### config.mk
export PLATFORM = sky130hd
export DESIGN_NAME = div_unit
export DESIGN_NICKNAME = d
export VERILOG_FILES = /design/src/rtl/div_unit.sv
export SDC_FILE = /design/constraint.sdc
export NUM_CORES = 1
export LEC_CHECK = 0
export BUFFER_PORTS_ARGS = -buffer_cell sky130_fd_sc_hd__clkbuf_2
export CAP_MARGIN = 0
export CORE_MARGIN = 2
export CORE_UTILIZATION = 40
export DETAILED_ROUTE_END_ITERATION = 6
export GPL_TIMING_DRIVEN = 0
export HOLD_SLACK_MARGIN = 0.08
export MAX_ROUTING_LAYER = met4
export PLACE_DENSITY = 0.67
export SETUP_SLACK_MARGIN = 0.02
export SYNTH_ARGS = -nofsm -noshare
export SYNTH_HDL_FRONTEND = slang
export SYNTH_SLANG_ARGS = --single-unit
### constraint.sdc
create_clock -name clk -period 7.4 [get_ports clk]
set_input_delay 0 -clock clk [delete_from_list [all_inputs] [get_ports clk]]
set_output_delay 0 -clock clk [all_outputs]
set_load 0.02 [all_outputs]
### src/rtl/div_unit.sv
// Iterative RV32M div/divu/rem/remu unit: radix-2 restoring shift-subtract, 33-cycle latency.
// Optional macro DIV_FAST_SPECIAL_EN: divide-by-zero and signed overflow skip CALC (1-cycle latency).
//
// state | meaning
// IDLE  | waiting for enabled; completed drops here
// CALC  | one shift-subtract step per cycle, cnt 31 down to 0
// FIX   | sign correction / special-case override, result registered
module div_unit #(
  parameter int XLEN = 32
) (
  input  logic            clk,
  input  logic            rstn,
  input  logic            enabled,
  input  logic [1:0]      op,
  input  logic [XLEN-1:0] rs1,
  input  logic [XLEN-1:0] rs2,
  input  logic            flush,
  output logic            busy,
  output logic            completed,
  output logic [XLEN-1:0] result
);

  localparam int CW = $clog2(XLEN);

  typedef enum logic [1:0] {IDLE, CALC, FIX} state_t;

  state_t          state;
  logic [CW-1:0]   cnt;
  logic [1:0]      op_q;
  logic [XLEN-1:0] rs1_q, rs2_q;
  logic            neg_q, neg_r;
  logic [XLEN-1:0] rem_q, quo_q, dvsr_q;

  logic            signed_op;
  logic [XLEN-1:0] rs1_mag, rs2_mag;
  logic [XLEN:0]   rem_shift, rem_sub;
  logic            ge;
  logic            div_zero, ovf;
  logic [XLEN-1:0] fix_val;

  assign signed_op = ~op[0];
  assign rs1_mag   = (signed_op && rs1[XLEN-1]) ? -rs1 : rs1;
  assign rs2_mag   = (signed_op && rs2[XLEN-1]) ? -rs2 : rs2;

  // remainder < divisor always, so bit XLEN of the difference is the borrow
  assign rem_shift = {rem_q, quo_q[XLEN-1]};
  assign rem_sub   = rem_shift - {1'b0, dvsr_q};
  assign ge        = ~rem_sub[XLEN];

  assign div_zero = (rs2_q == '0);
  assign ovf      = ~op_q[0] && (rs1_q == {1'b1, {(XLEN-1){1'b0}}}) && (&rs2_q);

  always_comb begin
    fix_val = quo_q;
    if (div_zero)      fix_val = op_q[1] ? rs1_q : '1;
    else if (ovf)      fix_val = op_q[1] ? '0 : {1'b1, {(XLEN-1){1'b0}}};
    else if (op_q[1])  fix_val = neg_r ? -rem_q : rem_q;
    else               fix_val = neg_q ? -quo_q : quo_q;
  end

`ifdef DIV_FAST_SPECIAL_EN
  logic accept_special;
  assign accept_special = (rs2 == '0) ||
                          (signed_op && (rs1 == {1'b1, {(XLEN-1){1'b0}}}) && (&rs2));
`endif

  always_ff @(posedge clk) begin
    if (!rstn) begin
      state     <= IDLE;
      cnt       <= '0;
      busy      <= 1'b0;
      completed <= 1'b0;
      result    <= '0;
      op_q      <= '0;
      rs1_q     <= '0;
      rs2_q     <= '0;
      neg_q     <= 1'b0;
      neg_r     <= 1'b0;
      rem_q     <= '0;
      quo_q     <= '0;
      dvsr_q    <= '0;
    end else if (flush) begin
      state     <= IDLE;
      busy      <= 1'b0;
      completed <= 1'b0;
    end else begin
      case (state)
        IDLE: begin
          completed <= 1'b0;
          if (enabled) begin
            op_q   <= op;
            rs1_q  <= rs1;
            rs2_q  <= rs2;
            neg_q  <= signed_op & (rs1[XLEN-1] ^ rs2[XLEN-1]);
            neg_r  <= signed_op & rs1[XLEN-1];
            quo_q  <= rs1_mag;
            rem_q  <= '0;
            dvsr_q <= rs2_mag;
            cnt    <= CW'(XLEN-1);
            busy   <= 1'b1;
`ifdef DIV_FAST_SPECIAL_EN
            state  <= accept_special ? FIX : CALC;
`else
            state  <= CALC;
`endif
          end
        end
        CALC: begin
          rem_q <= ge ? rem_sub[XLEN-1:0] : rem_shift[XLEN-1:0];
          quo_q <= {quo_q[XLEN-2:0], ge};
          if (cnt == '0) state <= FIX;
          else           cnt   <= cnt - 1'b1;
        end
        FIX: begin
          result    <= fix_val;
          completed <= 1'b1;
          busy      <= 1'b0;
          state     <= IDLE;
        end
        default: state <= IDLE;
      endcase
    end
  end

endmodule

==> results.py, run 1 <==
metrics = {
    "cts": {
        "insertion_delay_ps": 540,
        "clockBufferDepth": 3,
        "clk_pin_slew_worst_paths_ps": 60,
        "cts_buffers": 24,
        "clock_sinks": 204,
        "cts_resized": 0,
        "root_buffer": "clkbuf_16",
        "tritoncts": "done",
        "cts.htree.levels": 1,
    },
    "timing": {
        "fmax_mhz": 238,
        "fin_crit_ps": 4190,
        "worstMarginPinSlew_ps": 1240,
        "hold_viol": 0,
        "finalWorstSetupSlack_ps": 3210,
        "rsz0062_at_grt": "no",
        "fin_skew_ps": 24.1,
        "fin_crit_sh": 0.567,
        "final_max_slew_viol_count": 0,
        "setup_violations": 0,
        "final.setup.tns_ps": 0,
        "relSlewSlack": 0.162,
    },
    "critical_path": {
        "ff2ff_path_depth": 13,
        "r2r_start": "quo_q[31]",
        "r2r_end": "rem_q[1]",
        "required_ps": 7770,
        "cp_max_fo": 10,
        "worstSetupEndpoint": "rem_q[1]",
        "setup.worst_path.start_class": "register",
        "crit_arrival_ps": 4570,
        "crit_type": "register to register",
        "reg2reg_setup_slack_ps": 3210,
        "startpoint": "quo_q[31]",
        "end_kind": "register",
    },
    "yosys": {
        "syn_area_sq_um": 13000,
        "ys_seq_area_frac": 0.314,
        "yosysWarnings": 0,
        "synth_area_leaders": "dfxtp_1 31%, nand2_1 8.1%, xnor2_1 5.3%",
        "synth-seq-cells": 204,
        "synth.avg_cell_area_sq_um": 7.72,
        "synth_cells": 1682,
        "synth_ff_type": "dfxtp_1",
        "ys_types": 70,
        "synthArstFlopShare": 0,
        "syn_nets": 1791,
        "synth_common_cells": "281 x nand2_1, 204 x dfxtp_1, 117 x a21oi_1",
        "post-synth-top-area-cell": "dfxtp_1",
        "synth_enable_flop_cells": 0,
        "netlist.area_leader.share": 0.314,
        "yosysMostFrequentCell": "nand2_1",
    },
    "die": {
        "io_pins": 104,
        "die_h_microns": 184,
        "start_util": 0.408,
        "fp.dieW_microns": 184,
        "num_rows": 65,
        "fp.coreArea_sq_um": 31800,
        "dieArea_sq_um": 33900,
    },
    "routing": {
        "wl_mm": 46.4,
        "via_per_inst": 5.85,
        "via_count": 13600,
        "wire_per_inst_microns": 19.9,
        "drt_iter0_drc": 1211,
        "ant_nets": 0,
        "wl_met2_mm": 20.3,
        "drc": 0,
        "maxUsedRoutingLayer": "met4",
        "firstDrtPassIters": 5,
        "dr_wl_met3_mm": 4.34,
        "wl_met1_mm": 20.2,
    },
    "layout": {
        "fillers": 3126,
        "nets": 1990,
        "syn_to_final_growth_pct": 19.9,
        "drive_gt1_frac": 0.0881,
        "final_cells": 2332,
    },
    "placed_design": {
        "dp_hpwl_mm": 35.9,
        "dp.cells": 2220,
        "gp_routability_congestion": 0.995,
        "io_buffers": 103,
        "dp_slack_ps": 3270,
    },
    "status": {
        "status": "completed",
    },
    "global_routing": {
        "track_usage": 0.276,
        "antenna_found_initial": 1,
        "grt_max_degree": 14,
        "grt.overflow.total": 0,
        "grt_pass1_vias": 12600,
        "grt_pass1_wl_mm": 71.4,
    },
    "power_and_ir_drop": {
        "ir_drop_uv": 190,
        "power_density_nw_per_um2": 195,
        "p_leak_nw": 6.26,
    },
    "min_path": {
        "hold_class": "input port to register",
    },
    "run": {
        "cap_violations": 0,
    },
}
[worst min-delay path by stage]
stage / from / to / slack (ps) / depth (start not counted)
global placement: rs1[22] / rs1_q[22] / 280 / 3
detailed placement: rs1[22] / rs1_q[22] / 290 / 3
CTS: rs1[22] / rs1_q[22] / 280 / 4
finish: rs1[22] / rs1_q[22] / 290 / 4
floorplan: rs2[1] / rs2_q[1] / 140 / 2
global route: rs1[22] / rs1_q[22] / 310 / 4
[final cells by class]
type	instances	area [sq um]	share of cell area
Multi-Input combinational cell	1308	8260	0.530
Sequential cell	204	4080	0.262
Timing Repair Buffer	173	1220	0.0781
Clock buffer	31	688	0.0442
Tap cell	435	544	0.0350
Buffer	103	394	0.0253
Inverter	67	251	0.0162
Clock inverter	9	131	0.00844
Antenna cell	2	5.00	0.000321
[registers in the layout (all words and copies together), names as in the netlist]
signal	flops
busy	1
cnt	5
completed	1
dvsr_q	31
neg_q	1
neg_r	1
op_q	2
quo_q	32
rem_q	32
result	32
rs1_q	32
rs2_q	32
state	2
[power by group]
group | switching [mW] | internal (mW) | total [mW] | leakage, nW
combinational | 0.351 | 0.222 | 0.573 | 4.21
clock | 0.498 | 0.756 | 1.25 | 0.394
sequential | 0.0561 | 1.15 | 1.20 | 1.66
total | 0.905 | 2.13 | 3.03 | 6.26
[repair_timing]
| action | CTS | global route |
|---|---|---|
| hold buffers | 70 | 0 |
| buffers inserted | 0 | 0 |
| hold endpoints to repair | 126 | 0 |
[layout by cell type, fill, tap and decap left out, types with 6 or more instances in the layout]
cell type      instances
nor3_1                30
clkbuf_16             25
a21o_1                12
a221oi_1              12
o31ai_1               35
clkbuf_2             103
nor2_1                75
nand2b_1              14
or4_1                 15
xnor2_1               79
dfxtp_1              204
nand3_1               41
ha_1                  38
o41ai_1               13
clkbuf_1              98
o211ai_1              15
a211o_1                6
nand2_1              281
o21a_1                 6
a31oi_1               20
a211oi_1              21
a21oi_1              117
xor2_1                65
dlygate4sd3_1         70
or3_1                 20
a21boi_0              68
o21ai_0              100
and3_1                12
nand4_1               17
or2_2                  6
o221ai_1              19
inv_1                 66
nor2b_1               34
nor4_1                25
a221o_1               10
o211a_1               37
[logic make-up after synthesis]
family | count (synthesis) | share of synthesized area
AOI/OAI and AO/OA | 521 | 0.275
xor gates and xnor gates | 144 | 0.0971
adders and majority gates | 39 | 0.0382
buffers and inverters | 170 | 0.0497
DFF | 204 | 0.314
muxes | 4 | 0.00308
and+or+nand+nor | 600 | 0.222
[layer usage]
layer  global-route usage  vias up
met5                    -        -
met4               0.0858        0
met3               0.0504      109
met2                0.423      642
met1                0.369     6430
li1                     -     6464
[critical path, stage by stage (launching register included)]
cell      delay [ps]
dfxtp_1          380
inv_1            110
ha_1             230
fa_1             410
nor2b_1          160
o31ai_1          110
a31o_2           260
a211oi_1         290
nor2_1           150
o211ai_1         430
a21boi_0         280
nor2_1           460
clkbuf_1         520
o221ai_1         220
[stage by stage]
stage	power, mW	util	cell area (sq um)	hold slack [ps]
floorplan	1.57	-	13000	136
global placement	1.74	0.442	14000	279
detailed placement	1.76	0.442	14000	286
CTS	3.02	0.490	15600	284
global route	3.14	0.490	15600	312
finish	3.03	0.490	15600	289
Power figures use the tool's default switching activity.
==> run 2: changes to the inputs <==
--- a/config.mk
+++ b/config.mk
@@ -5,6 +5,7 @@
 export SDC_FILE = /design/constraint.sdc
 export NUM_CORES = 1
 export LEC_CHECK = 0
+export ABC_AREA = 1
 export BUFFER_PORTS_ARGS = -buffer_cell sky130_fd_sc_hd__clkbuf_2
 export CAP_MARGIN = 0
 export CORE_MARGIN = 2
==> constraint.sdc (replaced) <==
create_clock -name clk -period 3.91 [get_ports clk]
set_input_delay 0 -clock clk [delete_from_list [all_inputs] [get_ports clk]]
set_output_delay 0 -clock clk [all_outputs]
set_load 0.02 [all_outputs]
==> results.py, run 2 <==
metrics = {
    "status": {
        "status": "completed",
    },
    "cts": {
        "insertion_delay_ps": 570,
        "cts.htree.levels": 1,
        "post_cts_buffers": 0,
        "clk_pin_slew_worst_paths_ps": 60,
        "cts_resized": 0,
        "root_buffer": "clkbuf_16",
        "cts_buffers": 26,
        "clockBufferDepth": 3,
        "tritoncts": "done",
        "hold_buffers": 80,
        "clock_sinks": 204,
    },
    "die": {
        "dieArea_sq_um": 39700,
        "die_h_microns": 199,
        "start_util": 0.406,
        "num_rows": 71,
        "fp.dieW_microns": 199,
        "io_pins": 104,
        "fp.coreArea_sq_um": 37600,
    },
    "layout": {
        "drive_gt1_frac": 0.0874,
        "nets": 2916,
        "layout_commonest_cell": "nand2_1",
        "syn_to_final_growth_pct": 18.6,
        "fillers": 4055,
        "layout_common_cells": "665 x nand2_1, 345 x inv_1, 269 x nor2_1",
        "diodes": 0,
    },
    "critical_path": {
        "crit_arrival_ps": 3670,
        "setup.worst_path.start_class": "register",
        "cp_max_fo": 10,
        "startpoint": "state[1]",
        "crit_type": "register to register",
        "required_ps": 4400,
        "end_kind": "register",
        "r2r_start": "state[1]",
    },
    "yosys": {
        "yosysWarnings": 0,
        "syn_nets": 2706,
        "syn_area_sq_um": 15300,
        "synth_enable_flop_cells": 0,
        "synth_cells": 2597,
        "synth-seq-cells": 204,
        "yosysMostFrequentCell": "nand2_1",
        "synth_common_cells": "665 x nand2_1, 345 x inv_1, 269 x nor2_1",
        "synth_ff_type": "dfxtp_1",
        "post-synth-top-area-cell": "dfxtp_1",
        "synth_area_leaders": "dfxtp_1 27%, nand2_1 16%, inv_1 8.5%",
        "netlist.area_leader.share": 0.268,
        "synthArstFlopShare": 0,
        "synth.avg_cell_area_sq_um": 5.88,
        "ys_types": 52,
        "ys_seq_area_frac": 0.268,
    },
    "global_routing": {
        "antenna_found_initial": 0,
        "track_usage": 0.332,
        "grt.overflow.total": 0,
        "grt_pass1_vias": 16600,
        "grt_pass1_wl_mm": 97.2,
        "grt_max_degree": 14,
    },
    "power_and_ir_drop": {
        "power_density_nw_per_um2": 370,
        "p_leak_nw": 8.47,
        "ir_drop_uv": 313,
    },
    "timing": {
        "rsz0062_at_grt": "no",
        "worstMarginPinSlew_ps": 859,
        "relSlewSlack": 0.428,
        "fin_crit_ps": 3190,
        "hold_viol": 0,
        "final_max_slew_viol_count": 0,
        "final.setup.tns_ps": 0,
        "fin_skew_ps": 31.9,
        "fin_crit_sh": 0.815,
        "setup_violations": 0,
        "fmax_mhz": 314,
        "finalWorstSetupSlack_ps": 722,
    },
    "placed_design": {
        "io_buffers": 102,
        "dp_hpwl_mm": 51.6,
        "dp_slack_ps": 1120,
        "gp_routability_congestion": 0.960,
    },
    "routing": {
        "ant_nets": 0,
        "wl_mm": 64.5,
        "drt_iter0_drc": 1875,
        "via_per_inst": 5.44,
        "via_count": 18200,
        "wire_per_inst_microns": 19.3,
        "firstDrtPassIters": 6,
        "drc": 0,
    },
    "min_path": {
        "hold_class": "input port to register",
        "hold_start": "rs1[19]",
    },
    "run": {
        "cap_violations": 0,
    },
}
run 2: path summary, 6_finish.rpt:
kind,end,slack (ps),cells after the start
min reg2reg,completed,460,2
max reg2reg,dvsr_q[11],720,9
min,rs1_q[19],310,4
max,dvsr_q[11],720,9
run 2: metrics by stage:
step / hold slack, ps / power, mW / area (sq um) / instances / utilization
after floorplan: 135 / 3.53 / 15300 / 2597 / -
after global placement: 305 / 4.12 / 16400 / 3210 / 0.437
after detailed placement: 306 / 4.13 / 16400 / 3210 / 0.437
after CTS: 267 / 6.66 / 18100 / 3338 / 0.481
after global routing: 329 / 6.98 / 18100 / 3338 / 0.481
final: 311 / 6.70 / 18100 / 3338 / 0.481
run 2: critical path: stages (launching register included):
cell and delay, ps:
dfxtp_1 330, nor2_1 130, o21ai_2 220, nor2_2 420, buf_2 330, buf_2 330, nand3_1 110, dlygate4sd3_1 560
a31oi_1 130, dlygate4sd3_1 560
run 2: cell families (layout without fill, tap and decap cells):
logic type      after synthesis  after routing  share of synthesized area
simple gates               1358           1358                      0.389
compound gates              507            507                      0.179
buf+inv                     464            694                      0.118
flops                       204            204                      0.268
fa+ha+maj                    39             39                     0.0325
xor+xnor                     25             25                     0.0144
run 2: where the power goes:
part	total, mW	switching (mW)	internal (mW)	leakage, nW
logic	1.92	1.32	0.597	6.37
clock network	2.48	1.02	1.46	0.432
registers	2.30	0.107	2.19	1.67
run 2: metal layers:
| metal | track usage | routed length (microns) | up-vias |
|---|---|---|---|
| li1 | - | - | 8892 |
| met3 | 0.0628 | 5970 | 113 |
| met5 | - | 0 | - |
| met2 | 0.478 | 26700 | 829 |
| met1 | 0.465 | 29600 | 8319 |
| met4 | 0.110 | 2290 | 0 |
run 2: final cells by class:
| cell class | instances | area (sq um) | area share |
|---|---|---|---|
| clock buffers | 34 | 731 | 0.0404 |
| clock inverters | 14 | 151 | 0.00837 |
| plain buffers | 105 | 459 | 0.0254 |
| repair buffers | 182 | 1310 | 0.0725 |
| multi-input cells | 1929 | 9370 | 0.518 |
| well taps | 511 | 639 | 0.0353 |
| flip-flops and latches | 204 | 4080 | 0.226 |
| inverters | 359 | 1350 | 0.0745 |
==> run 3: changes to the inputs <==
==> constraint.sdc (replaced) <==
create_clock -name clk -period 3.3 [get_ports clk]
set_input_delay 0 -clock clk [delete_from_list [all_inputs] [get_ports clk]]
set_output_delay 0 -clock clk [all_outputs]
set_load 0.02 [all_outputs]
==> results.py, run 3 (synthesis gave the netlist of run 2 again) <==
metrics = {
    "routing": {
        "wire_per_inst_microns": 19.3,
        "wl_mm": 64.5,
        "drt_iter0_drc": 1888,
        "via_count": 18200,
        "drc": 0,
        "via_per_inst": 5.44,
        "ant_nets": 0,
        "firstDrtPassIters": 6,
    },
    "die": {
        "dieArea_sq_um": 39700,
        "start_util": 0.406,
        "die_h_microns": 199,
        "fp.coreArea_sq_um": 37600,
        "num_rows": 71,
        "fp.dieW_microns": 199,
        "io_pins": 104,
    },
    "global_routing": {
        "track_usage": 0.332,
        "grt_max_degree": 14,
        "grt_pass1_vias": 16600,
        "antenna_found_initial": 0,
        "grt_pass1_wl_mm": 97.2,
        "grt.overflow.total": 0,
    },
    "timing": {
        "setup_violations": 0,
        "holdWs_ps": 309,
        "hold_viol": 0,
        "fin_crit_ps": 3120,
        "final_max_slew_viol_count": 0,
        "relSlewSlack": 0.434,
        "fin_crit_sh": 0.946,
        "finalWorstSetupSlack_ps": 178,
        "rsz0062_at_grt": "no",
        "final.setup.tns_ps": 0,
        "fmax_mhz": 320,
        "worstMarginPinSlew_ps": 849,
        "fin_skew_ps": 30.0,
    },
    "placed_design": {
        "gp_routability_congestion": 0.960,
        "io_buffers": 102,
        "dp_hpwl_mm": 51.6,
        "dp_slack_ps": 509,
    },
    "power_and_ir_drop": {
        "ir_drop_uv": 372,
        "internal_power_mw": 5.03,
        "swShare": 0.366,
        "comb_power_share": 0.286,
        "p_seq_frac": 0.343,
        "power_switching_mw": 2.90,
        "p_leak_nw": 8.47,
        "power_density_nw_per_um2": 438,
        "finalPower_mw": 7.93,
        "p_clk_frac": 0.370,
    },
    "layout": {
        "layout_common_cells": "665 x nand2_1, 345 x inv_1, 269 x nor2_1",
        "diodes": 0,
        "drive_gt1_frac": 0.0874,
        "layout_commonest_cell": "nand2_1",
        "fillers": 4057,
        "finish.utilization": 0.482,
        "syn_to_final_growth_pct": 18.6,
        "nets": 2916,
    },
    "cts": {
        "clockBufferDepth": 3,
        "post_cts_buffers": 0,
        "root_buffer": "clkbuf_16",
        "insertion_delay_ps": 570,
        "clk_pin_slew_worst_paths_ps": 60,
        "tritoncts": "done",
        "clock_sinks": 204,
        "cts.htree.levels": 1,
        "cts_buffers": 26,
    },
    "critical_path": {
        "cp.buffers_inverters": 5,
        "cpMostUsedCell": "dlygate4sd3_1",
        "cp_slowest_cell": "dlygate4sd3_1",
        "crit_arrival_ps": 3620,
        "end_kind": "register",
        "worstPathCellList": "dlygate4sd3_1 -> clkbuf_2 -> inv_1 -> ha_1 -> nand2_1 -> nor2_1 -> nand3_1 -> nor2_2 -> nand3b_1 -> nand2_1 -> o21ai_0 -> nand3b_1 -> dlygate4sd3_1 -> a31oi_1 -> dlygate4sd3_1",
        "required_ps": 3790,
        "cp_max_fo": 6,
        "cp_slowest_stage_delay_ps": 560,
        "crit_family": "buffers and inverters",
        "crit_type": "input port to register",
        "setup.worst_path.start_class": "input port",
    },
    "min_path": {
        "hold_class": "input port to register",
    },
    "run": {
        "cap_violations": 0,
    },
    "status": {
        "status": "completed",
    },
}
-- run 3: cell counts in the layout (fill, tap and decap cells not counted) --
No cell type changed its count.
-- run 3: final timing paths --
check,startpoint,to,slack [ps],cells after the start
max,rs2[0],dvsr_q[16],180,15
min,rs1[19],rs1_q[19],310,4
max reg2reg,state[1],dvsr_q[11],260,9
min reg2reg,completed,completed,460,2
-- run 3: final cells by class --
type | count | area, sq um | share of cell area
clock inverter | 14 | 151 | 0.00837
sequential | 204 | 4080 | 0.226
timing repair buffer | 182 | 1310 | 0.0725
inverter | 359 | 1350 | 0.0745
buffer | 105 | 459 | 0.0254
clock buffer | 34 | 731 | 0.0404
tap | 511 | 639 | 0.0353
multi-input combinational | 1929 | 9370 | 0.518
-- run 3: power groups by stage --
stage	sequential (mW)	clock [mW]	combinational, mW
final	2.72	2.94	2.27
after global routing	2.73	3.03	2.51
after detailed placement	2.77	0	2.13
after floorplan	2.72	0	1.46
after CTS	2.72	2.96	2.21
after global placement	2.76	0	2.12
-- run 3: repair_timing --
| item | 4_1_cts | 5_1_grt |
|---|---|---|
| setup endpoints to repair | 0 | 5 |
| hold buffers | 80 | 0 |
| endpoints found under the hold margin | 134 | 0 |
| gates resized for setup | 0 | 1 |
-- run 3: tightest hold or removal path, cell delays in order --
cell and delay (ps):
dlygate4sd3_1 530, clkbuf_2 130, inv_1 80, a21oi_1 60
-- run 3: per-stage QoR --
step / std cells / area [sq um]
6_report: 3338 / 18100
5_1_grt: 3338 / 18100
4_1_cts: 3338 / 18100
3_5_place_dp: 3210 / 16400
3_3_place_gp: 3210 / 16400
2_1_floorplan: 2597 / 15300
-- run 3: metal layers --
layer / vias up / wire [microns] / GRT usage
met5: - / 0 / -
met4: 0 / 2290 / 0.110
met3: 118 / 6160 / 0.0628
met2: 841 / 26700 / 0.478
met1: 8314 / 29400 / 0.465
li1: 8890 / - / -
